$ cat config.mk
export PLATFORM = sky130hd
export DESIGN_NAME = spi_slave_stream_flat
export DESIGN_NICKNAME = d
export VERILOG_FILES = /design/src/rtl/spi_slave_stream_pkg.sv /design/src/rtl/spi_slave_stream_if.sv /design/src/rtl/spi_sync_edge.sv /design/src/rtl/spi_slave_stream.sv /design/src/flat_wrapper.sv
export SDC_FILE = /design/constraint.sdc
export NUM_CORES = 1
export LEC_CHECK = 0
export BUFFER_PORTS_ARGS = -buffer_cell sky130_fd_sc_hd__buf_2
export CELL_PAD_IN_SITES_DETAIL_PLACEMENT = 0
export CELL_PAD_IN_SITES_GLOBAL_PLACEMENT = 1
export CORE_MARGIN = 1.5
export CORE_UTILIZATION = 44
export CTS_BUF_LIST = sky130_fd_sc_hd__clkbuf_4 sky130_fd_sc_hd__clkbuf_8 sky130_fd_sc_hd__clkbuf_16
export DETAILED_ROUTE_END_ITERATION = 6
export GPL_TIMING_DRIVEN = 0
export PLACE_DENSITY = 0.84
export SLEW_MARGIN = 20
export SYNTH_ARGS = -nofsm -noshare
export SYNTH_HDL_FRONTEND = slang
export SYNTH_SLANG_ARGS = --single-unit
export TNS_END_PERCENT = 20
$ cat constraint.sdc
create_clock -name clk -period 2.92 [get_ports clk]
set_input_delay 0.438 -clock clk [delete_from_list [all_inputs] [get_ports clk]]
set_output_delay 0.438 -clock clk [all_outputs]
set_load 0.005 [all_outputs]
$ cat src/rtl/spi_slave_stream_pkg.sv
`default_nettype none
// +------------------------------------------------------------------+
// | spi_pkg : shared constants and helpers for spi_slave_stream      |
// | Revision: 1.0                                                    |
// +------------------------------------------------------------------+
package spi_pkg;

  // SPI mode encoding {CPOL, CPHA}
  localparam logic [1:0] MODE0 = 2'b00;
  localparam logic [1:0] MODE1 = 2'b01;
  localparam logic [1:0] MODE2 = 2'b10;
  localparam logic [1:0] MODE3 = 2'b11;

  localparam int unsigned SCK_SYNC  = 3;
  localparam int unsigned SSEL_SYNC = 3;
  localparam int unsigned MOSI_SYNC = 2;

  function automatic int unsigned bitcnt_w(input int unsigned width);
    return $clog2(width);
  endfunction

endpackage
`default_nettype wire

$ cat src/rtl/spi_slave_stream_if.sv
`default_nettype none
// +------------------------------------------------------------------+
// | spi_slave_stream_if : SPI pins plus TX/RX stream and status      |
// | MISO_TRISTATE_EN adds MISO_oe. Revision: 1.0                     |
// +------------------------------------------------------------------+
interface spi_slave_stream_if #(
  parameter int unsigned WIDTH = 8,
  parameter int unsigned CNT_W = 8
);
  logic             SCK;
  logic             SSEL;
  logic             MOSI;
  logic             MISO;
  logic [WIDTH-1:0] tx_data;
  logic             tx_valid;
  logic             tx_ready;
  logic [WIDTH-1:0] rx_data;
  logic             rx_valid;
  logic             msg_start;
  logic             msg_end;
  logic [CNT_W-1:0] word_cnt;
  logic             underrun;
`ifdef MISO_TRISTATE_EN
  logic             MISO_oe;
`endif

  modport slave (
    input  SCK, SSEL, MOSI, tx_data, tx_valid,
    output MISO, tx_ready, rx_data, rx_valid, msg_start, msg_end, word_cnt, underrun
`ifdef MISO_TRISTATE_EN
    , output MISO_oe
`endif
  );

  modport master (
    output SCK, SSEL, MOSI, tx_data, tx_valid,
    input  MISO, tx_ready, rx_data, rx_valid, msg_start, msg_end, word_cnt, underrun
`ifdef MISO_TRISTATE_EN
    , input MISO_oe
`endif
  );

endinterface
`default_nettype wire

$ cat src/rtl/spi_sync_edge.sv
`default_nettype none
// +------------------------------------------------------------------+
// | spi_sync_edge : N-stage synchroniser with rise/fall strobes      |
// | Revision: 1.0                                                    |
// +------------------------------------------------------------------+
module spi_sync_edge #(
  parameter int unsigned DEPTH   = 3,
  parameter bit          RST_VAL = 1'b0
) (
  input  logic clk,
  input  logic rst,
  input  logic d_i,
  output logic lvl_o,
  output logic rise_o,
  output logic fall_o
);

  logic [DEPTH-1:0] sync_q;

  always_ff @(posedge clk) begin
    if (rst) begin
      sync_q <= {DEPTH{RST_VAL}};
    end else begin
      sync_q <= {sync_q[DEPTH-2:0], d_i};
    end
  end

  // Level is always stage 1; edges compare stage 1 against the oldest stage
  assign lvl_o  = sync_q[1];
  assign rise_o = sync_q[1] & ~sync_q[DEPTH-1];
  assign fall_o = ~sync_q[1] & sync_q[DEPTH-1];

endmodule
`default_nettype wire

$ cat src/rtl/spi_slave_stream.sv
`default_nettype none
// +------------------------------------------------------------------+
// | spi_slave_stream : parametrised SPI slave with TX/RX streams     |
// | Optional macro MISO_TRISTATE_EN. Revision: 1.0                   |
// +------------------------------------------------------------------+
module spi_slave_stream
  import spi_pkg::*;
#(
  parameter int unsigned      WIDTH = 8,
  parameter bit               CPOL  = 1'b0,
  parameter bit               CPHA  = 1'b0,
  parameter logic [WIDTH-1:0] FILL  = '0,
  parameter int unsigned      CNT_W = 8
) (
  input  logic              clk,
  input  logic              rst,
  spi_slave_stream_if.slave bus
);

  localparam int unsigned    BW             = bitcnt_w(WIDTH);
  localparam logic [BW-1:0]  LAST           = BW'(WIDTH - 1);
  localparam logic [1:0]     MODE           = {CPOL, CPHA};
  localparam bit             SAMPLE_ON_LEAD = (MODE == MODE0) || (MODE == MODE2);

  logic unused_sck_lvl, sck_rise, sck_fall;
  logic ssel_lvl, ssel_rise, ssel_fall;
  logic mosi_lvl, unused_mosi_rise, unused_mosi_fall;

  spi_sync_edge #(.DEPTH(SCK_SYNC), .RST_VAL(CPOL)) u_sync_sck (
    .clk(clk), .rst(rst), .d_i(bus.SCK),
    .lvl_o(unused_sck_lvl), .rise_o(sck_rise), .fall_o(sck_fall)
  );
  spi_sync_edge #(.DEPTH(SSEL_SYNC), .RST_VAL(1'b1)) u_sync_ssel (
    .clk(clk), .rst(rst), .d_i(bus.SSEL),
    .lvl_o(ssel_lvl), .rise_o(ssel_rise), .fall_o(ssel_fall)
  );
  spi_sync_edge #(.DEPTH(MOSI_SYNC), .RST_VAL(1'b0)) u_sync_mosi (
    .clk(clk), .rst(rst), .d_i(bus.MOSI),
    .lvl_o(mosi_lvl), .rise_o(unused_mosi_rise), .fall_o(unused_mosi_fall)
  );

  logic lead_edge, trail_edge, sample_edge, shift_edge;
  assign lead_edge   = CPOL ? sck_fall : sck_rise;
  assign trail_edge  = CPOL ? sck_rise : sck_fall;
  assign sample_edge = SAMPLE_ON_LEAD ? lead_edge : trail_edge;
  assign shift_edge  = SAMPLE_ON_LEAD ? trail_edge : lead_edge;

  logic [BW-1:0]    bitcnt_q, bitcnt_d;
  logic [WIDTH-1:0] rx_sr_q, rx_sr_d, tx_sr_q, tx_sr_d, rx_data_q, rx_data_d;
  logic [CNT_W-1:0] word_cnt_q, word_cnt_d;
  logic             underrun_q, underrun_d, rx_valid_q, rx_valid_d, tx_ready_q, tx_ready_d;
  logic             msg_start_q, msg_start_d, msg_end_q, msg_end_d;
  logic [1:0]       settle_q, settle_d;
  logic             armed_q, armed_d;

  // A select held low across reset must not start a message: arm only after
  // SSEL has been seen high once the synchroniser has flushed.
  logic start, active;
  assign start  = armed_q & ssel_fall;
  assign active = armed_q & ~ssel_lvl;

  logic [WIDTH-1:0] rx_word, load_word;
  assign rx_word   = {rx_sr_q[WIDTH-2:0], mosi_lvl};
  assign load_word = bus.tx_valid ? bus.tx_data : FILL;

  always_comb begin
    bitcnt_d    = bitcnt_q;
    rx_sr_d     = rx_sr_q;
    tx_sr_d     = tx_sr_q;
    rx_data_d   = rx_data_q;
    word_cnt_d  = word_cnt_q;
    underrun_d  = underrun_q;
    rx_valid_d  = 1'b0;
    tx_ready_d  = 1'b0;
    msg_start_d = 1'b0;
    msg_end_d   = ssel_rise;
    settle_d    = {settle_q[0], 1'b1};
    armed_d     = armed_q | (settle_q[1] & ssel_lvl);

    if (start) begin
      msg_start_d = 1'b1;
      bitcnt_d    = '0;
      word_cnt_d  = '0;
      underrun_d  = 1'b0;
      if (!CPHA) begin
        tx_sr_d    = load_word;
        tx_ready_d = bus.tx_valid;
        underrun_d = ~bus.tx_valid;
      end
    end else if (!active) begin
      bitcnt_d = '0;
    end else if (sample_edge) begin
      rx_sr_d = rx_word;
      if (bitcnt_q == LAST) begin
        bitcnt_d   = '0;
        rx_data_d  = rx_word;
        rx_valid_d = 1'b1;
        if (word_cnt_q != '1) word_cnt_d = word_cnt_q + CNT_W'(1);
      end else begin
        bitcnt_d = bitcnt_q + BW'(1);
      end
    end else if (shift_edge) begin
      // CPHA=0 never sees a shift edge at bit 0 before the first sample,
      // so the word loaded at msg_start is not reloaded here.
      if (bitcnt_q == '0) begin
        tx_sr_d    = load_word;
        tx_ready_d = bus.tx_valid;
        if (!bus.tx_valid) underrun_d = 1'b1;
      end else begin
        tx_sr_d = {tx_sr_q[WIDTH-2:0], 1'b0};
      end
    end
  end

  always_ff @(posedge clk) begin
    if (rst) begin
      bitcnt_q    <= '0;
      rx_sr_q     <= '0;
      tx_sr_q     <= '0;
      rx_data_q   <= '0;
      word_cnt_q  <= '0;
      underrun_q  <= 1'b0;
      rx_valid_q  <= 1'b0;
      tx_ready_q  <= 1'b0;
      msg_start_q <= 1'b0;
      msg_end_q   <= 1'b0;
      settle_q    <= '0;
      armed_q     <= 1'b0;
    end else begin
      bitcnt_q    <= bitcnt_d;
      rx_sr_q     <= rx_sr_d;
      tx_sr_q     <= tx_sr_d;
      rx_data_q   <= rx_data_d;
      word_cnt_q  <= word_cnt_d;
      underrun_q  <= underrun_d;
      rx_valid_q  <= rx_valid_d;
      tx_ready_q  <= tx_ready_d;
      msg_start_q <= msg_start_d;
      msg_end_q   <= msg_end_d;
      settle_q    <= settle_d;
      armed_q     <= armed_d;
    end
  end

`ifdef MISO_TRISTATE_EN
  assign bus.MISO    = active ? tx_sr_q[WIDTH-1] : 1'bz;
  assign bus.MISO_oe = active;
`else
  assign bus.MISO    = tx_sr_q[WIDTH-1];
`endif
  assign bus.tx_ready  = tx_ready_q;
  assign bus.rx_data   = rx_data_q;
  assign bus.rx_valid  = rx_valid_q;
  assign bus.msg_start = msg_start_q;
  assign bus.msg_end   = msg_end_q;
  assign bus.word_cnt  = word_cnt_q;
  assign bus.underrun  = underrun_q;

endmodule
`default_nettype wire

$ cat src/flat_wrapper.sv
// flat-port wrapper written by rule: the top's interface ports become plain ports
module spi_slave_stream_flat import spi_pkg::*;
#(
  parameter int unsigned      WIDTH = 8,
  parameter bit               CPOL  = 1'b0,
  parameter bit               CPHA  = 1'b0,
  parameter logic [WIDTH-1:0] FILL  = '0,
  parameter int unsigned      CNT_W = 8
)
  (clk, rst, bus_SCK, bus_SSEL, bus_MOSI, bus_tx_data, bus_tx_valid, bus_MISO, bus_tx_ready, bus_rx_data, bus_rx_valid, bus_msg_start, bus_msg_end, bus_word_cnt, bus_underrun);
  spi_slave_stream_if #(.WIDTH(WIDTH), .CNT_W(CNT_W)) bus_i ();
  input  logic clk;
  input  logic rst;
  input wire logic [$bits(bus_i.SCK)-1:0] bus_SCK;
  input wire logic [$bits(bus_i.SSEL)-1:0] bus_SSEL;
  input wire logic [$bits(bus_i.MOSI)-1:0] bus_MOSI;
  input wire logic [$bits(bus_i.tx_data)-1:0] bus_tx_data;
  input wire logic [$bits(bus_i.tx_valid)-1:0] bus_tx_valid;
  output wire logic [$bits(bus_i.MISO)-1:0] bus_MISO;
  output wire logic [$bits(bus_i.tx_ready)-1:0] bus_tx_ready;
  output wire logic [$bits(bus_i.rx_data)-1:0] bus_rx_data;
  output wire logic [$bits(bus_i.rx_valid)-1:0] bus_rx_valid;
  output wire logic [$bits(bus_i.msg_start)-1:0] bus_msg_start;
  output wire logic [$bits(bus_i.msg_end)-1:0] bus_msg_end;
  output wire logic [$bits(bus_i.word_cnt)-1:0] bus_word_cnt;
  output wire logic [$bits(bus_i.underrun)-1:0] bus_underrun;
  assign bus_i.SCK = bus_SCK;
  assign bus_i.SSEL = bus_SSEL;
  assign bus_i.MOSI = bus_MOSI;
  assign bus_i.tx_data = bus_tx_data;
  assign bus_i.tx_valid = bus_tx_valid;
  assign bus_MISO = bus_i.MISO;
  assign bus_tx_ready = bus_i.tx_ready;
  assign bus_rx_data = bus_i.rx_data;
  assign bus_rx_valid = bus_i.rx_valid;
  assign bus_msg_start = bus_i.msg_start;
  assign bus_msg_end = bus_i.msg_end;
  assign bus_word_cnt = bus_i.word_cnt;
  assign bus_underrun = bus_i.underrun;
  spi_slave_stream #(.WIDTH(WIDTH), .CPOL(CPOL), .CPHA(CPHA), .FILL(FILL), .CNT_W(CNT_W)) u_core (.clk(clk), .rst(rst), .bus(bus_i));
endmodule
* After elaboration in Yosys (flattened, before gate mapping)
Cells that the tools add are included.
** Cells by class
- $add $sub $neg :: 2
- $mul :: 0
- Divide/modulo/power cells :: 0
- Magnitude comparators :: 0
- Equality and inequality tests :: 4
- Shift operators :: 0
- Mux-type cells :: 21
- Bitwise logic cells :: 16
- Reductions and logical operators :: 12
** Operator list (count)
- $mux 8 :: 6
- $mux 1 :: 14
- $add 8x1->8 const B :: 1
- $ne 8x8->1 const B :: 1
- $not 1->1 :: 8
- $reduce_and 4->1 :: 2
- $and 1x1->1 :: 7
- $reduce_and 3->1 :: 2
- $reduce_bool 2->1 :: 3
- $reduce_and 5->1 :: 1
- $reduce_or 4->1 :: 1
- $add 3x1->3 const B :: 1
- $eq 3x3->1 const B :: 1
- $logic_not 3->1 :: 1
- $mux 3 :: 1
- $reduce_or 3->1 :: 1
- $ne 2x1->1 const B :: 1
- $ne 2x2->1 const B :: 1
- $reduce_or 2->1 :: 1
- $or 1x1->1 :: 1
** Word-level totals
- Register bits after elaboration :: 50
- Bits in latches :: 0
- Bits in writable memories :: 0
- Memory bits (read-only) :: 0
- Output and inout bits :: 22
- Word-level logic and storage cells :: 71
- Memories :: 0

* Longest topological paths before layout
Gate-level depths: netlist of the first run.
- Word-level depth :: 6
- Mapped depth :: 7
- Depth with buffers taken out :: 6

* Hierarchy
Synthesis of the first run repeated with hierarchy kept, for this count alone.
** Second synthesis, totals
- Cell total of the unflattened synthesis :: 216
- Area, all modules :: 1971.9 um2
** By module, submodules not included
- spi_slave_stream :: times used 1, cells an instance 193, area each 1716.6 um2
- spi_sync_edge (u_core.u_sync_ssel) :: times used 1, cells an instance 8, area each 92.6 um2
- spi_sync_edge (u_core.u_sync_sck) :: times used 1, cells an instance 8, area each 91.3 um2
- spi_sync_edge (u_core.u_sync_mosi) :: times used 1, cells an instance 7, area each 71.3 um2

* Worst setup path after synthesis of the first run
No wires, ideal clock.
- Kind :: flip-flop to flip-flop
- Start :: register u_core.u_sync_sck.sync_q[2]
- End :: register u_core.rx_sr_q[4]
- Library setup time :: 128 ps
- Arrival time :: 1276 ps
- Required time :: 2792 ps
- Setup slack :: 1517 ps
- Stages on the path, launching flop included :: 7
- Period minus slack after synthesis :: 1403 ps
- Path through :: dfxtp_1 -> nand2b_1 -> clkbuf_1 -> nor3_4 -> buf_6 -> mux2i_1 -> nor2_1
** Between the ends
- Cells in the longest elaborated chain, start to end :: 3
** RTL lines
- start: declaration :: RTL line spi_sync_edge.sv:18 : logic [DEPTH-1:0] sync_q;
- start signal: assignment :: RTL line spi_sync_edge.sv:22 : sync_q <= {DEPTH{RST_VAL}};
- start signal: assignment :: RTL line spi_sync_edge.sv:24 : sync_q <= {sync_q[DEPTH-2:0], d_i};
- $not 1->1 :: RTL line spi_sync_edge.sv:30 : assign rise_o = sync_q[1] & ~sync_q[DEPTH-1];
- $and 1x1->1 :: RTL line spi_sync_edge.sv:30
- $reduce_and 3->1 (no line)
- end signal: assignment :: RTL line spi_slave_stream.sv:131 : rx_sr_q <= rx_sr_d;
- end: declaration :: RTL line spi_slave_stream.sv:49 : logic [WIDTH-1:0] rx_sr_q, rx_sr_d, tx_sr_q, tx_sr_d, rx_data_q, rx_data_d;
No other way between the ends.
A chain may end at the register's enable or synchronous reset.

* Final worst setup path of the first run
Same ends and word-level chain as after synthesis.

==> flow_metrics.tcl, run 1 <==
set metrics [dict create \
    outcome "completed" \
    holdBufCountCts 0 \
    synth_largest_area_cell "dfxtp_1" \
    synth_cells 203 \
    die-area_um2 4824 \
    dp_cells 288 \
    cellLeakagePower_nw 0.9761 \
    synth_compound_area_frac 0.1352 \
    grt_pass1_wl_um 6058 \
    n_antenna_cell 0 \
    cts_tree "done" \
    seqCellArea_um2 1001 \
    vdd_drop_max_v 0.0003622 \
    chipHeight_um 69.46 \
    post-route-drc-count 0 \
    hold_viol 0 \
    synth_xor_area_frac 0.009015 \
    nNetsFinal 263 \
    synth_top_family_by_area "simple AND/OR/NAND/NOR gates" \
    max_freq_mhz 638.9 \
    drive_above_1_share 0.2082 \
    cts_max_level 2 \
    grt_pass1_vias 1319 \
    synth_nets 221 \
    root_buffer "clkbuf_8" \
    synth_mux_area_frac 0.05151 \
    stdcell_count 295 \
    synth_fa_ha_area_frac 0.02576 \
    finalCriticalPeriod_ns 1.565 \
    ys_ff_latch 50 \
    yosysWarnings 0 \
    fillers 385 \
    synth-simple-area-share 0.2267 \
    die_w_um 69.46 \
    vias 1502 \
    min_path_type "in -> reg" \
    globalplace.congestion 0.7597 \
    yosysSeqAreaShare 0.5151 \
    drt-initial-drc-count 75 \
    dpl.hpwl_um 2547 \
    syn_avg_cell_area_um2 9.572 \
    synth_area_leaders "dfxtp_1, mux2i_1, nor2_1, a21oi_1, a221oi_1" \
    multiInputGateArea_um2 870.8 \
    path_clk_slew_ns 0.08 \
    ios 36 \
    tns_ns 0 \
    crit_path_start_kind "flip-flop" \
    antenna_found_initial 0 \
    cts.sink_count 50 \
    grt_start_max_net_pins 15 \
    path_class "reg -> reg" \
    required_ns 3.09 \
    cts.path.max_buffers 2 \
    worstMarginPinSlew_ns 0.5381 \
    fp.coreArea_um2 4115 \
    drv_slew 0 \
    rsz0062_at_grt "no" \
    routed_via_density 5.092 \
    wl_per_cell_um 12.38 \
    finalClockSkew_ns 0.009148 \
    syn_area_um2 1943 \
    synth_top_area_share 0.5151 \
    period_share 0.5360 \
    cp.arrival_ns 1.74 \
    totalWireLength_um 3653 \
    synthDistinctLibCells 38 \
    grt_usage 0.1567 \
    start_util 0.4722 \
    power_density_nw_per_um2 534.7 \
    port_buffers 35 \
    max-cap-violations 0 \
    cp-end-kind "flip-flop" \
    postCtsSetupBuffers 0 \
    ant_nets 0 \
    overflow 0 \
    setup_viol 0 \
    insertion_delay_ns 0.30 \
    area_delta_synth_final_pct 18.03 \
    fin_util 0.5573 \
    num_rows 23 \
    cp_max_fo 10 \
    ctsResizeCount 0 \
    slew-limit-headroom 0.6413 \
    dr.pass1.iters 4 \
    cts_buffers 5 \
]
[layout by cell type (no fill, tap or decap), types with 3 or more instances in the layout]
master    instances
clkbuf_1          6
nor2b_1           6
nand2b_1          4
clkbuf_8          6
buf_2            38
nand3_1          12
a211oi_1          3
a21oi_1          14
and3_1            4
nand2_1          11
nor2_1           24
ha_1              4
or2_2             3
inv_1             6
dfxtp_1          50
o21ai_0           9
mux2i_1          10
a221oi_1          7
[report_power, final]
part	total [mW]	internal, mW	switching [mW]
clock	0.492	0.274	0.218
combinational	0.0386	0.0161	0.0226
sequential	0.695	0.691	0.00471
total	1.23	0.981	0.245
[registers in the layout (all words and copies together), names as in the netlist, 2 cells and up]
register                   count
u_core.rx_sr_q                 7
u_core.settle_q                2
u_core.u_sync_mosi.sync_q      2
u_core.bus.rx_data             8
u_core.bitcnt_q                3
u_core.u_sync_ssel.sync_q      3
u_core.tx_sr_q                 8
u_core.bus.word_cnt            8
u_core.u_sync_sck.sync_q       3
[worst max-delay path: stages, from the launching register on]
cell and delay, ns:
dfxtp_1 0.32, nand2b_1 0.13, clkbuf_1 0.19, nor3_4 0.35, buf_6 0.20, mux2i_1 0.19, nor2_1 0.06
[area by class of cell]
type / instances / area share
Sequential cell: 50 / 0.4364
Multi-Input combinational cell: 137 / 0.3797
Timing Repair Buffer: 35 / 0.07638
Clock buffer: 6 / 0.03601
Tap cell: 50 / 0.02728
Buffer: 10 / 0.02128
Clock inverter: 1 / 0.01309
Inverter: 6 / 0.009820
[routing by layer]
layer | track usage | part of all wire
met1 | 0.2055 | 0.51
met2 | 0.2340 | 0.43
met3 | 0.05523 | 0.044
met4 | 0.06536 | 0.019
met5 | 0 | 0
[cells in the mapped netlist]
master    instances
a2bb2o_1          1
dfxtp_1          50
buf_2             3
clkbuf_1          6
nor3_1            2
a31oi_1           2
xor2_1            2
nor3b_1           1
and4_1            2
or3_1             1
nand3_1          12
nor2_1           24
inv_1             6
buf_6             1
nand3b_1          1
and4bb_1          1
and4b_1           1
a21oi_1          14
nand2_1          11
and3_1            4
or2_2             3
o21ai_0           9
nor2b_1           6
mux2i_1          10
nor3_4            1
o41ai_1           1
nand2b_1          4
and2_1            2
a211oi_1          3
ha_1              4
a221oi_1          7
a21o_1            1
a41oi_1           1
nor4_4            1
nand4_1           2
a311oi_1          1
o211ai_1          1
nor4b_1           1
[logic make-up after synthesis]
group / count (synthesis)
buf+inv: 16
compound gates: 41
flops: 50
xor+xnor: 2
mux: 10
fa+ha+maj: 4
simple gates: 80
[final timing paths]
path | start | end | slack [ns] | depth (start not counted)
worst max-delay path | u_core.u_sync_sck.sync_q[2] | u_core.rx_sr_q[4] | 1.35 | 6
worst min-delay path | bus_SSEL | u_core.u_sync_ssel.sync_q[0] | 0.32 | 2
worst max register to register | u_core.u_sync_sck.sync_q[2] | u_core.rx_sr_q[4] | 1.35 | 6
worst min register to register | u_core.u_sync_ssel.sync_q[0] | u_core.u_sync_ssel.sync_q[1] | 0.41 | 1
[per-stage QoR]
step | setup WS [ns] | hold slack (ns) | power [mW] | cell area, um^2
final | 1.355 | 0.3178 | 1.226 | 2293
after global routing | 1.171 | 0.3202 | 1.273 | 2293
after CTS | 1.353 | 0.3057 | 1.241 | 2293
after detailed placement | 1.327 | 0.3985 | 0.7509 | 2181
after global placement | 1.347 | 0.3904 | 0.7504 | 2181
after floorplan | 1.517 | 0.3895 | 0.7331 | 1943
Power figures use the tool's default switching activity.
==> run 2: changes to the inputs <==
--- a/config.mk
+++ b/config.mk
@@ -9,11 +9,11 @@
 export CELL_PAD_IN_SITES_DETAIL_PLACEMENT = 0
 export CELL_PAD_IN_SITES_GLOBAL_PLACEMENT = 1
 export CORE_MARGIN = 1.5
-export CORE_UTILIZATION = 44
+export CORE_UTILIZATION = 37
 export CTS_BUF_LIST = sky130_fd_sc_hd__clkbuf_4 sky130_fd_sc_hd__clkbuf_8 sky130_fd_sc_hd__clkbuf_16
 export DETAILED_ROUTE_END_ITERATION = 6
 export GPL_TIMING_DRIVEN = 0
-export PLACE_DENSITY = 0.84
+export PLACE_DENSITY = 0.76
 export SLEW_MARGIN = 20
 export SYNTH_ARGS = -nofsm -noshare
 export SYNTH_HDL_FRONTEND = slang
==> constraint.sdc (replaced) <==
create_clock -name clk -period 1.3 [get_ports clk]
set_input_delay 0.195 -clock clk [delete_from_list [all_inputs] [get_ports clk]]
set_output_delay 0.195 -clock clk [all_outputs]
set_load 0.005 [all_outputs]
==> run 2 against run 1 <==
- the run now ends with setup timing left
- die area rose by 18%
- largest cell class is now multi-input combinational cells
- cell area is 16% higher
- clock-buffer cell count fell by 1
- critical endpoint is now u_core.bus.word_cnt[3]
- largest power group unchanged
- highest routed layer unchanged
- via count increased by 7.3%
==> flow_metrics.tcl, run 2 (synthesized netlist as in run 1, its figures left out) <==
set metrics [dict create \
    cts.path.max_buffers 2 \
    nNetsFinal 277 \
    start_util 0.3829 \
    stdcell_count 330 \
    dpl.hpwl_um 2645 \
    slowest_stage "dfxtp_4" \
    die-area_um2 5696 \
    cts.sink_count 50 \
    vias 1611 \
    chipHeight_um 75.47 \
    hold_end "u_core.u_sync_ssel.sync_q[0]" \
    post-route-drc-count 0 \
    hold_viol 0 \
    path_class "reg -> reg" \
    cp_max_fo 6 \
    pwr-share-clk 0.397 \
    fp.coreArea_um2 5075 \
    finalClockSkew_ns 0.006170 \
    cts_buffers 5 \
    worstMarginPinSlew_ns 0.4988 \
    cp-end-kind "flip-flop" \
    cts_max_level 2 \
    grt_start_max_net_pins 17 \
    required_ns 1.54 \
    switching_power_mw 0.6038 \
    comb_power_share 0.039 \
    power_density_nw_per_um2 1044 \
    routed_via_density 4.882 \
    dp_cells 308 \
    crit_path_start_kind "flip-flop" \
    setup_viol 13 \
    violations "setup timing" \
    tns_ns -0.4711 \
    min_path_type "in -> reg" \
    max-cap-violations 0 \
    port_buffers 35 \
    ios 36 \
    die_w_um 75.47 \
    insertion_delay_ns 0.31 \
    n_antenna_cell 0 \
    switching_share 0.2178 \
    num_rows 26 \
    ant_nets 0 \
    holdCritStartpoint "bus_SSEL" \
    vdd_drop_max_v 0.0005960 \
    overflow 0 \
    wl_per_cell_um 12.52 \
    reg2reg_slack_ns -0.07 \
    grt_pass1_vias 1446 \
    cp.arrival_ns 1.61 \
    fillers 492 \
    hold_depth 2 \
    root_buffer "clkbuf_8" \
    r2r_cells 6 \
    totalWireLength_um 4130 \
    final_cell_mix "dfxtp_1, buf_2, nor2_1, buf_4, a21oi_1" \
    globalplace.congestion 0.7487 \
    drt-initial-drc-count 47 \
    finalCriticalPeriod_ns 1.370 \
    path_clk_slew_ns 0.09 \
    drive_above_1_share 0.4000 \
    grt_usage 0.1549 \
    grt_pass1_wl_um 6651 \
    cpPeakStageDelay_ns 0.37 \
    r2r-end "u_core.bus.word_cnt[3]" \
    seq_power_share 0.564 \
    startpoint "u_core.bitcnt_q[1]" \
    layout_setup_ws_ns -0.06951 \
    seqCellArea_um2 1018 \
    cts_tree "done" \
    slew-limit-headroom 0.6675 \
    cellLeakagePower_nw 1.080 \
    multiInputGateArea_um2 1057 \
    dr.pass1.iters 4 \
    worstPathCellList "ha_4, ha_4, and4_1, buf_6, and4_1, nor3_1" \
    antenna_found_initial 0 \
    worstReg2RegStart "u_core.bitcnt_q[1]" \
    internal_power_mw 2.168 \
    drv_slew 0 \
    outcome "complete, but fails checks" \
    layout_commonest_cell "dfxtp_1" \
    area_delta_synth_final_pct 36.64 \
    max_freq_mhz 730.2 \
    period_share 1.053 \
    rsz0062_at_grt "yes" \
]
-- run 2: changes by cell type in the layout (fill, tap and decap cells not counted), sizes merged --
cell | previous run | this run
buf | 39 | 54
clkbuf | 12 | 10
clkinvlp | 0 | 2
-- run 2: how the worst max path moves through the flow --
stage / slack (ns) / depth (start not counted) / endpoint
after floorplan: -0.06 / 6 / u_core.rx_sr_q[4]
after global placement: -0.20 / 5 / u_core.tx_sr_q[5]
after detailed placement: -0.20 / 6 / u_core.rx_sr_q[4]
after CTS: -0.10 / 6 / u_core.bus.word_cnt[3]
after global routing: -0.15 / 5 / u_core.tx_sr_q[6]
final: -0.07 / 6 / u_core.bus.word_cnt[3]
-- run 2: layout make-up --
| type | instances | area share |
|---|---|---|
| clock buffer | 5 | 0.02592 |
| multi-input combinational | 137 | 0.3982 |
| tap | 70 | 0.03299 |
| buffer | 9 | 0.02403 |
| sequential | 50 | 0.3836 |
| clock inverter | 3 | 0.01697 |
| timing repair buffer | 50 | 0.1098 |
| inverter | 6 | 0.008483 |
-- run 2: critical path, delay by kind of cell (launching register included) --
family | cells | cell delay (ns)
and+or+nand+nor | 3 | 0.47
adders and majority gates | 2 | 0.33
buffers and inverters | 1 | 0.12
DFF | 1 | 0.37
-- run 2: power by group through the flow --
stage | clock network [mW] | registers [mW] | logic [mW]
2_1_floorplan | 0 | 1.60 | 0.0554
3_3_place_gp | 0 | 1.60 | 0.0933
3_5_place_dp | 0 | 1.60 | 0.0940
4_1_cts | 1.14 | 1.56 | 0.107
5_1_grt | 1.20 | 1.57 | 0.122
6_report | 1.10 | 1.56 | 0.109
-- run 2: through the flow --
step / hold WS, ns / power (mW) / instance area (um^2) / setup slack (ns) / util
floorplan: 0.2713 / 1.654 / 1986 / -0.06106 / -
global placement: 0.3797 / 1.694 / 2248 / -0.1991 / 0.4430
detailed placement: 0.3790 / 1.695 / 2248 / -0.1968 / 0.4430
CTS: 0.05705 / 2.806 / 2571 / -0.1019 / 0.5067
global route: 0.06108 / 2.890 / 2655 / -0.1507 / 0.5232
finish: 0.06398 / 2.772 / 2655 / -0.06951 / 0.5232
-- run 2: per-layer routing --
| layer | up-vias | global-route usage | wire, um |
|---|---|---|---|
| met5 | - | 0 | 0 |
| met4 | 0 | 0.06151 | 103 |
| met3 | 10 | 0.04497 | 180 |
| met2 | 33 | 0.2534 | 1948 |
| met1 | 732 | 0.1926 | 1898 |
| li1 | 836 | - | - |
-- run 2: repair_timing --
item	CTS	global route
buffers inserted	8	5
setup endpoints to repair	36	33
gates cloned	2	0
resized for setup	38	12
pin swaps	22	10
hold buffers	0	0
